[src/rtl/pq_pkg.sv]
// Shared types and ordering rule for the shift-register priority queue.
// Key/value widths live here so every stage agrees on the cell layout.
package pq_pkg;

  localparam int KEY_WIDTH = 8;
  localparam int VAL_WIDTH = 8;
  localparam int KV_WIDTH  = KEY_WIDTH + VAL_WIDTH;

  typedef struct packed {
    logic [KEY_WIDTH-1:0] key;
    logic [VAL_WIDTH-1:0] val;
  } kv_t;

  typedef struct packed {
    logic valid;
    kv_t  kv;
  } cell_t;

  // Strict compare: ties never win, so equal keys keep arrival order.
  function automatic logic better(
    input kv_t  a,
    input kv_t  b,
    input logic min_first
  );
    return min_first ? (a.key < b.key) : (a.key > b.key);
  endfunction

endpackage

[src/rtl/sr_pq_gen_cell.sv]
// One queue stage: picks its next contents from hold, left, right or kvi.
// Combinational; the top owns the cell registers.
module sr_pq_cell
  import pq_pkg::*;
#(
  parameter bit HEAD = 1'b0
) (
  input  cell_t self,
  input  cell_t left,
  input  cell_t right,
  input  kv_t   kvi,
  input  logic  enq,
  input  logic  deq,
  input  logic  ins,
  input  logic  left_ins,
  input  logic  right_ins,
  output cell_t next
);

  // Select next cell contents for insert, remove or replace.
  always_comb begin
    next = self;
    unique case (1'b1)
      enq && deq: begin
        if (!HEAD && ins) begin
          next = self;
        end else if (right_ins) begin
          next = '{valid: 1'b1, kv: kvi};
        end else begin
          next = right;
        end
      end
      enq && !deq: begin
        if (ins) begin
          next = left_ins ? left : '{valid: 1'b1, kv: kvi};
        end
      end
      deq && !enq: begin
        next = right;
      end
      default: begin
        next = self;
      end
    endcase
  end

endmodule

[src/rtl/sr_pq_gen.sv]
// Sorted shift-register priority queue with occupancy and overflow flags.
// Define SR_PQ_EVICT_EN to evict the worst entry on overflow.
module sr_pq_gen
  import pq_pkg::*;
#(
  parameter int DEPTH     = 8,
  parameter bit MIN_FIRST = 1'b1
) (
  input  logic                       clk,
  input  logic                       rst_n,
  input  logic                       enq,
  input  logic                       deq,
  input  logic [KV_WIDTH-1:0]        kvi,
  output logic [KV_WIDTH-1:0]        kvo,
  output logic                       ovalid,
  output logic                       empty,
  output logic                       full,
  output logic [$clog2(DEPTH+1)-1:0] count,
  output logic                       ovf
`ifdef SR_PQ_EVICT_EN
  ,
  output logic                       evict_valid,
  output logic [KV_WIDTH-1:0]        evict_kv
`endif
);

  localparam int CW = $clog2(DEPTH+1);

  cell_t            q  [DEPTH];
  cell_t            nq [DEPTH];
  logic [DEPTH-1:0] ins;
  kv_t              kv_in;
  logic             both;
  logic             ins_op;
  logic             del_op;
  logic             tail_ok;
  logic             ovf_set;
  logic             cell_en;
  logic             cell_de;

  assign kv_in  = kvi;
  assign ovalid = q[0].valid;
  assign empty  = !q[0].valid;
  assign full   = q[DEPTH-1].valid;
  assign kvo    = q[0].valid ? q[0].kv : '0;

`ifdef SR_PQ_EVICT_EN
  assign tail_ok = ins[DEPTH-1];
`else
  assign tail_ok = 1'b0;
`endif

  assign both    = enq && deq && !empty;
  assign ins_op  = enq && !both && (!full || tail_ok);
  assign del_op  = deq && !enq && !empty;
  assign ovf_set = enq && !both && full;
  assign cell_en = ins_op || both;
  assign cell_de = del_op || both;

  for (genvar i = 0; i < DEPTH; i++) begin : g_cell
    cell_t left;
    cell_t right;
    logic  lins;
    logic  rins;

    assign ins[i] = !q[i].valid
                 || better(kv_in, q[i].kv, MIN_FIRST);

    if (i == 0) begin : g_l0
      assign left = '0;
      assign lins = 1'b0;
    end else begin : g_ln
      assign left = q[i-1];
      assign lins = ins[i-1];
    end

    if (i == DEPTH-1) begin : g_rl
      assign right = '0;
      assign rins  = 1'b1;
    end else begin : g_rn
      assign right = q[i+1];
      assign rins  = ins[i+1];
    end

    sr_pq_cell #(
      .HEAD (i == 0)
    ) u_cell (
      .self      (q[i]),
      .left      (left),
      .right     (right),
      .kvi       (kv_in),
      .enq       (cell_en),
      .deq       (cell_de),
      .ins       (ins[i]),
      .left_ins  (lins),
      .right_ins (rins),
      .next      (nq[i])
    );
  end

  // Cell registers update together whenever a move is accepted.
  always_ff @(posedge clk or negedge rst_n) begin
    if (!rst_n) begin
      for (int i = 0; i < DEPTH; i++) q[i] <= '0;
    end else if (cell_en || cell_de) begin
      for (int i = 0; i < DEPTH; i++) q[i] <= nq[i];
    end
  end

  // Occupancy is a popcount of the registered valid bits.
  always_comb begin
    count = '0;
    for (int i = 0; i < DEPTH; i++) begin
      count = count + CW'(q[i].valid);
    end
  end

  // Overflow stays set until reset.
  always_ff @(posedge clk or negedge rst_n) begin
    if (!rst_n) ovf <= 1'b0;
    else if (ovf_set) ovf <= 1'b1;
  end

`ifdef SR_PQ_EVICT_EN
  // Report the entry pushed out (old tail or refused kvi) for one cycle.
  always_ff @(posedge clk or negedge rst_n) begin
    if (!rst_n) begin
      evict_valid <= 1'b0;
      evict_kv    <= '0;
    end else begin
      evict_valid <= ovf_set;
      if (ovf_set) evict_kv <= tail_ok ? q[DEPTH-1].kv : kv_in;
    end
  end
`endif

endmodule

[config.mk]
export PLATFORM = sky130hd
export DESIGN_NAME = sr_pq_gen
export DESIGN_NICKNAME = d
export VERILOG_FILES = /design/src/rtl/pq_pkg.sv /design/src/rtl/sr_pq_gen_cell.sv /design/src/rtl/sr_pq_gen.sv
export SDC_FILE = /design/constraint.sdc
export NUM_CORES = 1
export LEC_CHECK = 0
export CAP_MARGIN = 20
export CORE_MARGIN = 10
export CORE_UTILIZATION = 45
export DETAILED_ROUTE_END_ITERATION = 6
export SYNTH_ARGS = -nofsm -noshare
export SYNTH_HDL_FRONTEND = slang
export SYNTH_SLANG_ARGS = --single-unit
[constraint.sdc]
create_clock -name clk -period 5 [get_ports clk]
set_input_delay 0.75 -clock clk [delete_from_list [all_inputs] [get_ports clk]]
set_output_delay 0.75 -clock clk [all_outputs]
set_load 0.01 [all_outputs]
# Word-level counts from Yosys, hierarchy flattened
# Cells that the tools add are included.
totals:
  reg_bits: 137
  input_bits: 20
  out_inout_bits: 24
  elab_cells: 135
op_classes:
  n_addsub: 7
  order_cmp: 8
  eq_ne: 15
  mux: 38
  n_reduce_logical: 42
ops:
  columns: ["operator", "count"]
  rows:
  - ["2-to-1 mux 17 bit", 29]
  - ["one-hot mux 17 bit (3 select lines)", 8]
  - ["less-than comparator 8 bit", 8]
  - ["AND reduction 4 bit", 7]
  - ["adder 4 x 1 -> 4 bit", 4]
  - ["2-to-1 mux 16 bit", 1]
  - ["inequality test 2 bit, second input constant", 8]
  - ["inequality test 2 x 1 -> 1 bit, second input constant", 7]
  - ["logical NOT 1 bit", 12]
  - ["logical OR 1 bit", 11]
  - ["logical AND 1 bit", 10]
  - ["adder 3 x 1 -> 4 bit", 1]
  - ["adder 2 x 1 -> 3 bit", 1]
  - ["AND reduction 3 bit", 1]
  - ["nonzero test 3 bit", 1]
  - ["adder 1 x 1 -> 2 bit", 1]

# Logic depth before layout (Yosys ltp)
depth:
  word_depth: 10
  depth_mapped: 11
  ltp_nobuf: 9

# By module
# A second synthesis with hierarchy kept.
unflattened:
  hier_cells: 1980
  area_unflattened_um2: 16229.3
by_module_without_submodules:
  columns: ["module", "n_inst", "cells_each", "area_per_inst_um2", "seq_area_each_um2"]
  rows:
  - ["sr_pq_cell (g_cell[1].u_cell ...)", 7, 170, 1212.4, 0.0]
  - ["sr_pq_gen", 1, 607, 6653.9, 3428.3]
  - ["sr_pq_cell (g_cell[0].u_cell)", 1, 183, 1088.5, 0.0]

# Worst setup path before layout
# Ideal clock, no wire load.
synth_timing:
  kind: "register to output"
  start: "reg, netlist name full"
  end: "out count[2]"
  t_arrival_ns: 2.532
  t_required_ns: 4.250
  path_slack_ns: 1.718
  stages_incl_launch_ff: 7
  n_path_buf: 0
  cell_sequence: "dfrtp_1 fa_1 fa_1 inv_1 fa_1 fa_1 xnor2_1"
synth_via:
  elab_chain_cells: 1
synth_rtl:
  columns: ["element", "line_no", "text"]
  rows:
  - ["adder 4 x 1 -> 4 bit", "sr_pq_gen.sv:114", "count = count + CW'(q[i].valid);"]
  - ["end, declared", "sr_pq_gen.sv:18", "output logic [$clog2(DEPTH+1)-1:0] count,"]
# Every way passes these cells.

# Final worst setup path
layout_timing:
  start: "reg, netlist name g_cell[3].right[16]"
  end: "out count[2]"
layout_via:
  elab_chain_cells: 4
layout_rtl:
  columns: ["element", "line_no"]
  rows:
  - ["adder 4 x 1 -> 4 bit (4 in series)", "sr_pq_gen.sv:114"]
# Every way passes these cells.

==> impl_results.md <==
- Top cells by area, synth: dfrtp_1, a22o_1, o2111ai_1, ha_1, nand2_1
- Largest area contributor in the netlist: dfrtp_1
- Top FF cell, synth: dfrtp_1
- Initial antenna violation count: 1
- Hold WS: 0.2629 ns
- Worst slack at placement: 0.7679 ns
- Core area: 0.02418 mm^2
- Count of cell types in the netlist: 43
- Worst Clk Skew: 0.01677 ns
- Die extent in y: 176.5 um
- Total Die Area: 0.03113 mm^2
- Worst path max stage delay: 0.56 ns
- Grt ovf: 0
- NumNets Final: 1409
- Commonest cells in the netlist: nand2_1, dfrtp_1, nand3_1
- Setup violations, final: 0
- Drt pass-1 iters: 5
- Drt via density: 6.446
- Reg clk slew, reported paths: 0.07 ns
- Initial core utilization: 45.56%
- I/O pin total: 44
- Cell mode on critical path: fa_1
- Crit path capture type: output port
- Gr usage total: 23.33%
- # fillers: 2258
- Hold Path Class: input port to async pin
- Vias: 10690
- Synth Warn #: 0
- Crit path buf inv count: 2
- Post-synthesis net count: 1443
- Non-filler cells, final: 1658
- Crit path max fanout: 6
- Final Hold Viols: 0
- Pleak: 0.004871 uW
- Root Buffer: clkbuf_16
- VDD IR max: 0.5931 mV
- Slew headroom: 39.07%
- CTS resizes: 0
- Clock Latency Late Sink: 0.44 ns
- Final Cycle Share: 86.06%
- Max-Cap Viols: 0
- Hold-fix buffers, CTS: 0
- Vias in the first global route: 10040
- Synth async-reset ratio: 100.0%
- Share of cells above drive strength 1: 7.421%
- Chip Width: 176.5 um
- H-tree levels: 4
- CP Launch Type: register
- Detail-routed net length per standard cell: 22.04 um
- Register bit count reported by yosys: 137
- DPL Wire Length: 22880 um
- Post-Syn Instances: 1355
- Seq. cell area: 0.003428 mm^2
- Status: finished clean
- Crit path max-delay cell type: dfrtp_1
- Largest net degree at the start of global routing: 140
- CTS sink cnt: 137
- Cell Chain, Critical Path: fa_1 -> fa_1 -> inv_1 -> fa_1 -> fa_1 -> xnor2_1 -> clkdlybuf4s50_1
- Least-Margin Pin Slew: 0.9111 ns
- Number of synthesized flops with an enable pin: 0
- PnR worst setup slack: 0.6969 ns
- Power Dens Cells: 797.6 mW/mm^2
- Worst endpoint data arrival time: 3.55 ns
- Area grow syn2layout: 12.46%
- DRC viols: 0
- Most frequent cell after synthesis: nand2_1
- ANT cells: 0
- CTS tree: yes
- Final wirelength: 36550 um
- Syn Std Cell Area: 0.01101 mm^2
- Slew Limit Fails: 0
- Fin Setup TNS: 0 ns
- Cells after DPL: 1626
- Max Clock Freq: 0.2324 GHz
- First-pass GRT wire length: 58190 um
- Final core occ: 51.23%
- PortBufs: 43
- Critical path class: register to output port
- Antenna Nets Post-Route: 0
- Multi-input logic area: 0.006970 mm^2
- FP Rows: 57
- Critical path required time: 4.25 ns
- Synth top area share: 31.13%
- Crit path time final: 4.303 ns
- Crit path max-delay family: adder cells
- Final RePlAce weighted congestion: 0.8442
- Postcts setup bufs: 0
- Syn avg cell area: 8.129 um^2
- Seq/Total Area, Yosys: 31.13%
- Total CTS buffers: 17
- First DRT Iteration DRCs: 1125
- Unrepaired setup endpoints after global routing: false
- Max Root-Sink Buffers: 2
## registers in the layout, summed over array words and instances (netlist names)
register      count
g_cell.left      16
full              1
ovf               1
ovalid            1
g_cell.right    118
## placed cells by master (no fill, tap or decap), drive strengths merged, types with 3 or more instances in the layout
master	n
nand2	174
dfrtp	137
nand3	118
a22o	98
o2111ai	96
a211oi	82
nor3	81
inv	72
o21ai	67
ha	64
nor2	49
clkdlybuf4s50	42
a21oi	37
buf	34
mux2i	24
clkbuf	19
a31oi	18
nor2b	16
mux2	16
and3	14
and2	12
nand2b	12
clkinv	7
a2111o	6
a32oi	6
a21o	5
a22oi	5
fa	4
o22ai	3
## cells by family after synthesis
kind of cell,after synthesis,synth area share (%)
AOI/OAI and AO/OA,429,29.52
muxes,40,3.817
adders and majority gates,68,7.997
xor gates and xnor gates,1,0.07953
DFF,137,31.13
and+or+nand+nor,481,20.05
buffers and inverters,199,7.406
## routing by layer
metal  GRT usage (%)  up-vias  routed length (um)
met5               0        -                   0
met4           6.725        0                 584
met3           3.652       43                2202
met2           36.52      351               16700
met1           32.54     5241               17060
li1                -     5053                   -
## path summary, 6_finish.rpt
check	start	to	slack [ns]	cells past startpoint
max in group asynchronous	rst_n	g_cell[6].right[9]$_DFFE_PN0P_	3.67	2
min	rst_n	g_cell[1].left[2]$_DFFE_PN0P_	0.26	1
min in group clk	ovf$_DFFE_PN0P_	ovf$_DFFE_PN0P_	0.46	1
min reg2reg	ovf$_DFFE_PN0P_	ovf$_DFFE_PN0P_	0.46	1
max	g_cell[3].right[16]$_DFFE_PN0P_	count[2]	0.70	7
max reg2reg	ovalid$_DFFE_PN0P_	g_cell[3].right[14]$_DFFE_PN0P_	1.66	11
## report_power, final
group / total, uW / internal (uW) / switching [uW]
logic: 6140 / 2510 / 3620
clock network: 1290 / 741 / 552
registers: 2450 / 1690 / 758
total: 9880 / 4950 / 4930
## layout make-up
type | count | share of cell area (%)
repair buffers | 76 | 5.990
multi-input cells | 1019 | 56.27
flip-flops and latches | 137 | 27.68
inverters | 70 | 2.121
clock inverters | 13 | 1.172
clock buffers | 19 | 3.495
well taps | 324 | 3.273
## worst register-to-register path, delay by kind of cell, from the launching register on
family	cells	cell delay [ns]
simple gates	4	0.73
fa+ha+maj	1	0.25
flops	1	0.61
mux	1	0.63
buf+inv	3	0.71
compound gates	2	0.31
## stage by stage
| step | power (uW) | cell area, um^2 |
|---|---|---|
| global placement | 8440 | 11810 |
| CTS | 9864 | 12390 |
| detailed placement | 8551 | 11810 |
| finish | 9880 | 12390 |
| global route | 10650 | 12390 |
| floorplan | 6515 | 11010 |
(Power assumes the default switching activity.)
